$ cat src/rtl/dt_sweep_driver.sv
// Exhaustive sweep engine: drives every classifier input in order and streams each {feature, class} pair out.
// Latency: first beat valid two cycles after start; one beat per cycle when m_ready stays high.
// Backpressure: a stalled beat holds the sweep in place, so each stall cycle adds exactly one cycle.
module dt_sweep_driver #(
    parameter int IN_W  = 12,
    parameter int OUT_W = 3,
    parameter int CNT_W = IN_W + 1
) (
    input  logic             clk,
    input  logic             rst,
    input  logic             start,
    output logic             busy,
    output logic             done,
    output logic [IN_W-1:0]  feat_o,
    input  logic [OUT_W-1:0] cls_i,
    output logic             m_valid,
    input  logic             m_ready,
    output logic [IN_W-1:0]  m_feat,
    output logic [OUT_W-1:0] m_cls,
    input  logic [OUT_W-1:0] hist_sel,
    output logic [CNT_W-1:0] hist_cnt
);

    localparam int NCLS = 1 << OUT_W;

    typedef enum logic [1:0] {
        S_IDLE  = 2'd0,
        S_RUN   = 2'd1,
        S_DRAIN = 2'd2,
        S_DONE  = 2'd3
    } state_t;

    state_t             state_q;
    logic               busy_q;
    logic               done_q;
    logic [IN_W-1:0]    feat_q;
    logic               vld_q;
    logic [IN_W-1:0]    slot_feat_q;
    logic [OUT_W-1:0]   slot_cls_q;
    logic [CNT_W-1:0]   cnt_q [NCLS];

    logic               load_d;
    logic               last_d;
    logic               clear_d;

    // The slot accepts a new sample when it is empty or its beat is handshaking this cycle.
    always_comb begin
        load_d  = (state_q == S_RUN) && (!vld_q || m_ready);
        last_d  = &feat_q;
        clear_d = (state_q == S_IDLE) && start;
    end

    // Sweep sequencer; owns the feature counter, the output slot and the status flags.
    always_ff @(posedge clk) begin
        if (rst) begin
            state_q     <= S_IDLE;
            busy_q      <= 1'b0;
            done_q      <= 1'b0;
            feat_q      <= '0;
            vld_q       <= 1'b0;
            slot_feat_q <= '0;
            slot_cls_q  <= '0;
        end else begin
            case (state_q)
                S_IDLE: begin
                    done_q <= 1'b0;
                    if (start) begin
                        state_q <= S_RUN;
                        busy_q  <= 1'b1;
                        feat_q  <= '0;
                    end
                end
                S_RUN: begin
                    if (load_d) begin
                        // cls_i is the classifier's answer for the feat_o driven this same cycle.
                        slot_feat_q <= feat_q;
                        slot_cls_q  <= cls_i;
                        vld_q       <= 1'b1;
                        if (last_d) begin
                            state_q <= S_DRAIN;
                        end else begin
                            feat_q <= feat_q + 1'b1;
                        end
                    end
                end
                S_DRAIN: begin
                    // Only the final beat remains; wait for it to be taken.
                    if (vld_q && m_ready) begin
                        vld_q   <= 1'b0;
                        state_q <= S_DONE;
                        busy_q  <= 1'b0;
                        done_q  <= 1'b1;
                    end
                end
                S_DONE: begin
                    done_q  <= 1'b0;
                    state_q <= S_IDLE;
                end
                default: begin
                    state_q <= S_IDLE;
                    busy_q  <= 1'b0;
                    done_q  <= 1'b0;
                    vld_q   <= 1'b0;
                end
            endcase
        end
    end

    // Per-class histogram: cleared on an accepted start, bumped once per loaded sample.
    // CNT_W holds 2^IN_W, so the counters cannot wrap within a sweep.
    always_ff @(posedge clk) begin
        if (rst || clear_d) begin
            for (int i = 0; i < NCLS; i++) begin
                cnt_q[i] <= '0;
            end
        end else if (load_d) begin
            cnt_q[cls_i] <= cnt_q[cls_i] + CNT_W'(1);
        end
    end

    // Histogram read port is a plain mux, so a new select is visible in the same cycle.
    always_comb begin
        hist_cnt = cnt_q[hist_sel];
    end

    assign busy    = busy_q;
    assign done    = done_q;
    assign feat_o  = feat_q;
    assign m_valid = vld_q;
    assign m_feat  = slot_feat_q;
    assign m_cls   = slot_cls_q;

endmodule

$ cat config.mk
export PLATFORM = sky130hd
export DESIGN_NAME = dt_sweep_driver
export DESIGN_NICKNAME = d
export VERILOG_FILES = /design/src/rtl/dt_sweep_driver.sv
export SDC_FILE = /design/constraint.sdc
export NUM_CORES = 1
export LEC_CHECK = 0
export CORE_MARGIN = 2
export CORE_UTILIZATION = 50
export CTS_CLUSTER_SIZE = 12
export DETAILED_ROUTE_END_ITERATION = 10
export GPL_TIMING_DRIVEN = 0
export HOLD_SLACK_MARGIN = 0.15
export PLACE_DENSITY = 0.73
export SYNTH_ARGS = -nofsm -noshare
export SYNTH_HDL_FRONTEND = slang
export SYNTH_SLANG_ARGS = --single-unit
export TNS_END_PERCENT = 100
$ cat constraint.sdc
create_clock -name clk -period 3.2 [get_ports clk]
set_clock_uncertainty 0.15 [all_clocks]
set_input_delay 0.32 -clock clk [delete_from_list [all_inputs] [get_ports clk]]
set_output_delay 0.32 -clock clk [all_outputs]
set_load 0.01 [all_outputs]
==> qor.txt, run 1 <==
Placer congestion estimate: 0.920
Mapped Nets: 633
Drt pass-1 iters: 5
Boundary pin count: 53
Leakage power: 3.18 nW
Slew Viols, Final: 0
Largest net degree at the start of global routing: 17
Avg Vias per Cell: 6.27
Dominant synthesized flop cell: edfxtp_1
CTS max path bufs: 2
Die area: 15900 µm²
Port-buffer cells: 47
DR DRC count: 0
CP startpoint: hist_sel[1]
Syn Inst Count: 618
R2r startpoint: state_q[0]$_SDFFE_PP0P_
#FFs+latches synth: 136
Min Tclk post-route: 3.16 ns
H-tree lvl count: 4
Total GRT Usage: 25.7%
Final setup viols: 0
Routed WL: 20000 µm
Diodes inserted: 0
Clk root buf: clkbuf_16
Grt total ovfl: 0
Asr flop ratio synth: 0%
Clock Sinks: 136
Post-synth EDFFs: 104
Core area: 14600 µm²
Sequential area share after synthesis: 50.4%
Worst Path Max Fanout: 10
Distinct cells, synth: 69
Warnings, synthesis: 0
Final hold vios: 0
RSZ-0062 raised after global routing: true
Slew Limit Headroom: 40.3%
Die width: 126 µm
Post-synth top area cell: edfxtp_1
Pwr dens: 651 nW/µm²
Worst Path Required: 2.73 ns
Number of global-route vias before repair: 5481
Worst-Margin Slew: 0.895 ns
Hold_buf cts: 0
Synth top area share: 41.8%
Critical path class: in2out
First-pass GRT wire length: 30800 µm
Post-DP HPWL: 13300 µm
Run status: completed
Hold crit path type: reg2reg
Hold_sp: m_feat[10]$_SDFFE_PP0P_
Row count: 44
Num CTS Buffers: 17
Final instance area: 8850 µm²
Period utilisation layout: 98.8%
Max-cap violations: 0
Synthesis-to-finish area growth: 18.4%
Antenna violations before repair: 0
Crit start category: input port
CTS tree: done
Cell Area, Synth: 7470 µm²
Max Fclk: 0.316 GHz
Routed len/inst: 22.7 µm
Synth area leaders: edfxtp_1 42%, mux4_2 11%, dfxtp_1 8.6%
Maximum vdd drop: 0.000480 V
Post-route ant nets: 0
Dpl cell area: 8170 µm²
Syn_area_per_cell: 12.1 µm²
Clock transition at path regs: 0.06 ns
DP Worst Slack: -0.707 ns
Initial Util: 51.2%
Worst-Skew Late Latency: 0.42 ns
Worst setup EP type: primary output
Worst path arrival time: 2.69 ns
Nets: 699
Die height: 126 µm
Pwr Total: 5.77 mW
Share of post-route cells with drive strength above 1: 23.0%
Worst setup margin: 0.0385 ns
Via count: 5521
DRT iter0 DRCs: 633
## path summary, 6_finish.rpt
path	to	slack, ns	cells after the start
worst min-delay path	m_feat[10]$_SDFFE_PP0P_	0.30	2
worst max register to register	cnt_q[7][3]$_SDFFCE_PN0P_	0.16	8
worst max-delay path	hist_cnt[9]	0.04	5
worst min register to register	m_feat[10]$_SDFFE_PP0P_	0.30	2
## timing repair
item | 4_1_cts | 5_1_grt
pin swaps | 0 | 0
gates resized for setup | 20 | 12
buffers inserted | 0 | 0
gates cloned | 0 | 0
endpoints found under the setup margin | 104 | 93
## flip-flops by register name, indices dropped and copies added (netlist names)
register / count
cnt_q: 104
feat_o: 12
m_feat: 12
m_cls: 3
state_q: 2
busy: 1
done: 1
m_valid: 1
## final cells by class
type                       instances  area (µm²)
timing repair buffer              47         470
sequential                       136        3760
multi-input combinational        427        3440
clock inverter                    11         123
fill                            1099        5740
tap                              184         230
buffer                            49         333
clock buffer                      21         470
inverter                           6        22.5
## metrics by stage
stage	hold slack [ns]	cells	util [%]	setup TNS (ns)
final	0.304	881	60.7	0
after global routing	0.330	881	60.7	-0.00139
after CTS	0.307	881	60.5	0
after detailed placement	0.300	849	56.0	-56.26
after global placement	0.294	849	56.0	-53.55
after floorplan	0.239	618	-	0
## layer usage
layer | wire length (µm) | up-vias | global-route usage, %
met3 | 2120 | 41 | 6.84
li1 | - | 2443 | -
met4 | 507 | 0 | 10.1
met2 | 9470 | 322 | 40.0
met1 | 7890 | 2715 | 34.6
met5 | 0 | - | 0
## synthesized netlist by cell type (2+ instances only)
cell and instances:
nor2_1 106, edfxtp_1 104, nand2_1 74, mux4_2 38, dfxtp_1 32, a21oi_1 26
clkbuf_1 22, nand4_1 22, a211o_1 16, mux2_2 14, mux2i_1 13, nand3_1 12
buf_6 10, xor2_1 10, nor3_2 9, buf_2 6, buf_4 6, inv_1 6
mux4_1 6, nor3_1 6, ha_1 5, nand2b_1 5, o21ai_0 4, or2_2 4
xnor2_1 4, and3_1 3, buf_1 3, mux2i_2 3, nand3b_1 3, a211oi_1 2
a211oi_2 2, and2_1 2, nor2b_1 2, nor4_2 2, o32ai_4 2
## worst max-delay path, stage by stage
cell and delay [ns]:
buf_1 0.45, clkbuf_1 0.72, mux4_2 0.41, mux2_2 0.30, clkdlybuf4s50_1 0.48
## power by group
part / leakage (nW) / switching, mW / internal (mW)
Sequential: 1.39 / 0.152 / 2.25
Combinational: 1.50 / 0.834 / 0.577
Clock: 0.283 / 0.746 / 1.21
## cell usage in the layout (no fill, tap or decap), types with 3 or more instances in the layout
cell type,n
mux2i_1,13
inv_1,6
nand4_1,22
nand2_4,7
o21ai_0,4
nand3b_1,3
clkbuf_16,17
xnor2_1,4
nand2_1,66
a211o_1,16
mux2i_2,3
clkdlybuf4s50_1,47
a21oi_1,26
mux4_1,6
clkinv_4,3
clkbuf_1,16
ha_1,5
xor2_1,10
nor2_1,106
buf_6,10
or2_2,4
edfxtp_1,104
clkinvlp_4,3
nor3_2,9
mux2_2,14
dfxtp_1,32
nand2b_1,5
buf_4,6
mux4_2,38
nor3_1,6
and3_1,3
buf_2,6
nand3_1,12
clkbuf_8,4
clkbuf_2,7
## kinds of logic after synthesis
family                   Yosys count  share of synthesized area (%)
flip-flops                       136                           50.4
adder cells (fa/ha/maj)            5                          0.837
buffers and inverters             55                           4.45
multiplexers                      75                           18.1
AO/OA/AOI/OAI                     67                           7.33
AND/OR/NAND/NOR                  265                           17.0
XOR/XNOR                          15                           1.86
Power figures use the tool's default switching activity.
==> run 2: changes to the inputs <==
--- a/config.mk
+++ b/config.mk
@@ -12,6 +12,7 @@
 export GPL_TIMING_DRIVEN = 0
 export HOLD_SLACK_MARGIN = 0.15
 export PLACE_DENSITY = 0.73
+export RECOVER_POWER = 25
 export SYNTH_ARGS = -nofsm -noshare
 export SYNTH_HDL_FRONTEND = slang
 export SYNTH_SLANG_ARGS = --single-unit
==> run 2 against run 1 <==
Net effect:
- non-clock buffer count unchanged
- worst setup slack gained 0.016 ns
- register-to-register slack barely moved
- clock-buffer cell count did not move
- clock power about the same
- routed wire length about the same
- combinational power about the same
- first-iteration DRC count is 7.9% higher
- sequential share of layout area grew 0.072 points
- via count up 0.53%
- die area unchanged
- sequential power barely moved
==> qor.txt, run 2 (synthesis gave the netlist of run 1 again) <==
Run status: completed
Row count: 44
Slew Viols, Final: 0
H-tree lvl count: 4
Leakage power: 3.27 nW
RSZ-0062 raised after global routing: true
First-pass GRT wire length: 30800 µm
Fin cells: 881
Worst Path Max Fanout: 10
Diodes inserted: 0
Initial Util: 51.2%
Via count: 5550
Critical Path End: hist_cnt[2]
Hold crit path type: reg2reg
Setup TNS: 0 ns
Hold_ws: 0.302 ns
Max Fclk: 0.318 GHz
Most common cell after layout, fill and taps aside: nor2_1
Critical path class: in2out
Die area: 15900 µm²
Die height: 126 µm
Worst-Skew Late Latency: 0.42 ns
Routed WL: 20000 µm
Port-buffer cells: 47
Worst setup EP type: primary output
Clock transition at path regs: 0.06 ns
Post-DP HPWL: 13300 µm
Max-cap violations: 0
Worst path arrival time: 2.68 ns
Drt pass-1 iters: 5
CTS max path bufs: 2
DRT iter0 DRCs: 683
Nets: 699
Final hold vios: 0
Largest register FFs: 104
Post-route ant nets: 0
Share of post-route cells with drive strength above 1: 22.4%
Commonest non-fill, non-tap cells in the layout: 106 x nor2_1, 104 x edfxtp_1, 66 x nand2_1, 38 x mux4_2, 32 x dfxtp_1
Period utilisation layout: 98.3%
Worst-Margin Slew: 0.909 ns
Num CTS Buffers: 17
Largest net degree at the start of global routing: 17
Clock Sinks: 136
Antenna violations before repair: 0
Final setup viols: 0
R2r startpoint: state_q[0]$_SDFFE_PP0P_
Min Tclk post-route: 3.15 ns
Boundary pin count: 53
Core area: 14600 µm²
Reg2Reg Depth: 8
Synthesis-to-finish area growth: 18.2%
DR DRC count: 0
Total GRT Usage: 25.7%
Routed len/inst: 22.7 µm
Clk root buf: clkbuf_16
Worst Path Required: 2.73 ns
Crit start category: input port
Avg Vias per Cell: 6.30
CP startpoint: hist_sel[1]
FF-to-FF End: cnt_q[4][10]$_SDFFCE_PN0P_
Number of global-route vias before repair: 5481
Grt total ovfl: 0
DP Cell Count: 849
Maximum vdd drop: 0.000477 V
Worst R2R Setup Slack: 0.16 ns
Pwr dens: 651 nW/µm²
CTS tree: done
Die width: 126 µm
Largest Register: cnt_q
Placer congestion estimate: 0.920
Slew Limit Headroom: 38.9%
## run 2: metal layers
metal / wire (µm) / part of all wire (%) / global-route usage [%] / vias up
li1: - / - / - / 2441
met1: 8090 / 40 / 34.6 / 2746
met2: 9370 / 47 / 40.0 / 312
met3: 1950 / 9.8 / 6.84 / 51
met4: 575 / 2.9 / 10.1 / 0
met5: 0 / 0 / 0 / -
## run 2: worst min-delay path by stage
stage / cells after the start / slack (ns) / from / endpoint
after floorplan: 1 / 0.24 / rst / busy$_SDFFE_PP0P_
after global placement: 2 / 0.29 / m_feat[0]$_SDFFE_PP0P_ / m_feat[0]$_SDFFE_PP0P_
after detailed placement: 2 / 0.30 / m_feat[0]$_SDFFE_PP0P_ / m_feat[0]$_SDFFE_PP0P_
after CTS: 2 / 0.31 / m_feat[10]$_SDFFE_PP0P_ / m_feat[10]$_SDFFE_PP0P_
after global routing: 2 / 0.33 / m_feat[10]$_SDFFE_PP0P_ / m_feat[10]$_SDFFE_PP0P_
final: 2 / 0.30 / m_feat[10]$_SDFFE_PP0P_ / m_feat[10]$_SDFFE_PP0P_
## run 2: worst max-delay path, stage by stage
cell             delay, ns
buf_1                 0.45
clkbuf_1              0.70
mux4_2                0.40
mux2_2                0.30
clkdlybuf4s50_1       0.48
## run 2: layout make-up
cell class	count	area (µm²)
multi-input cells	427	3430
flip-flops and latches	136	3760
repair buffers	47	470
fillers	1103	5750
clock buffers	21	470
plain buffers	49	328
clock inverters	11	123
well taps	184	230
inverters	6	22.5
## run 2: power by group
| group | internal [mW] | total (mW) | switching [mW] | leakage [nW] |
|---|---|---|---|---|
| registers | 2.25 | 2.40 | 0.151 | 1.39 |
| logic | 0.564 | 1.40 | 0.832 | 1.60 |
| clock network | 1.21 | 1.95 | 0.747 | 0.283 |
## run 2: repair_timing
item                                    4_1_cts  5_1_grt
setup buffers                                 0        0
resized for setup                            20       12
endpoints found under the setup margin      104       93
hold buffers                                  0        0
## run 2: metrics by stage
| stage | cell area, µm² | utilization [%] | setup WS [ns] | total power, mW |
|---|---|---|---|---|
| finish | 8830 | 60.6 | 0.0546 | 5.75 |
| global route | 8830 | 60.6 | -0.00139 | 5.96 |
| CTS | 8820 | 60.5 | 0.0185 | 5.75 |
| detailed placement | 8170 | 56.0 | -0.707 | 3.81 |
| global placement | 8170 | 56.0 | -0.662 | 3.74 |
| floorplan | 7470 | - | 0.223 | 3.30 |
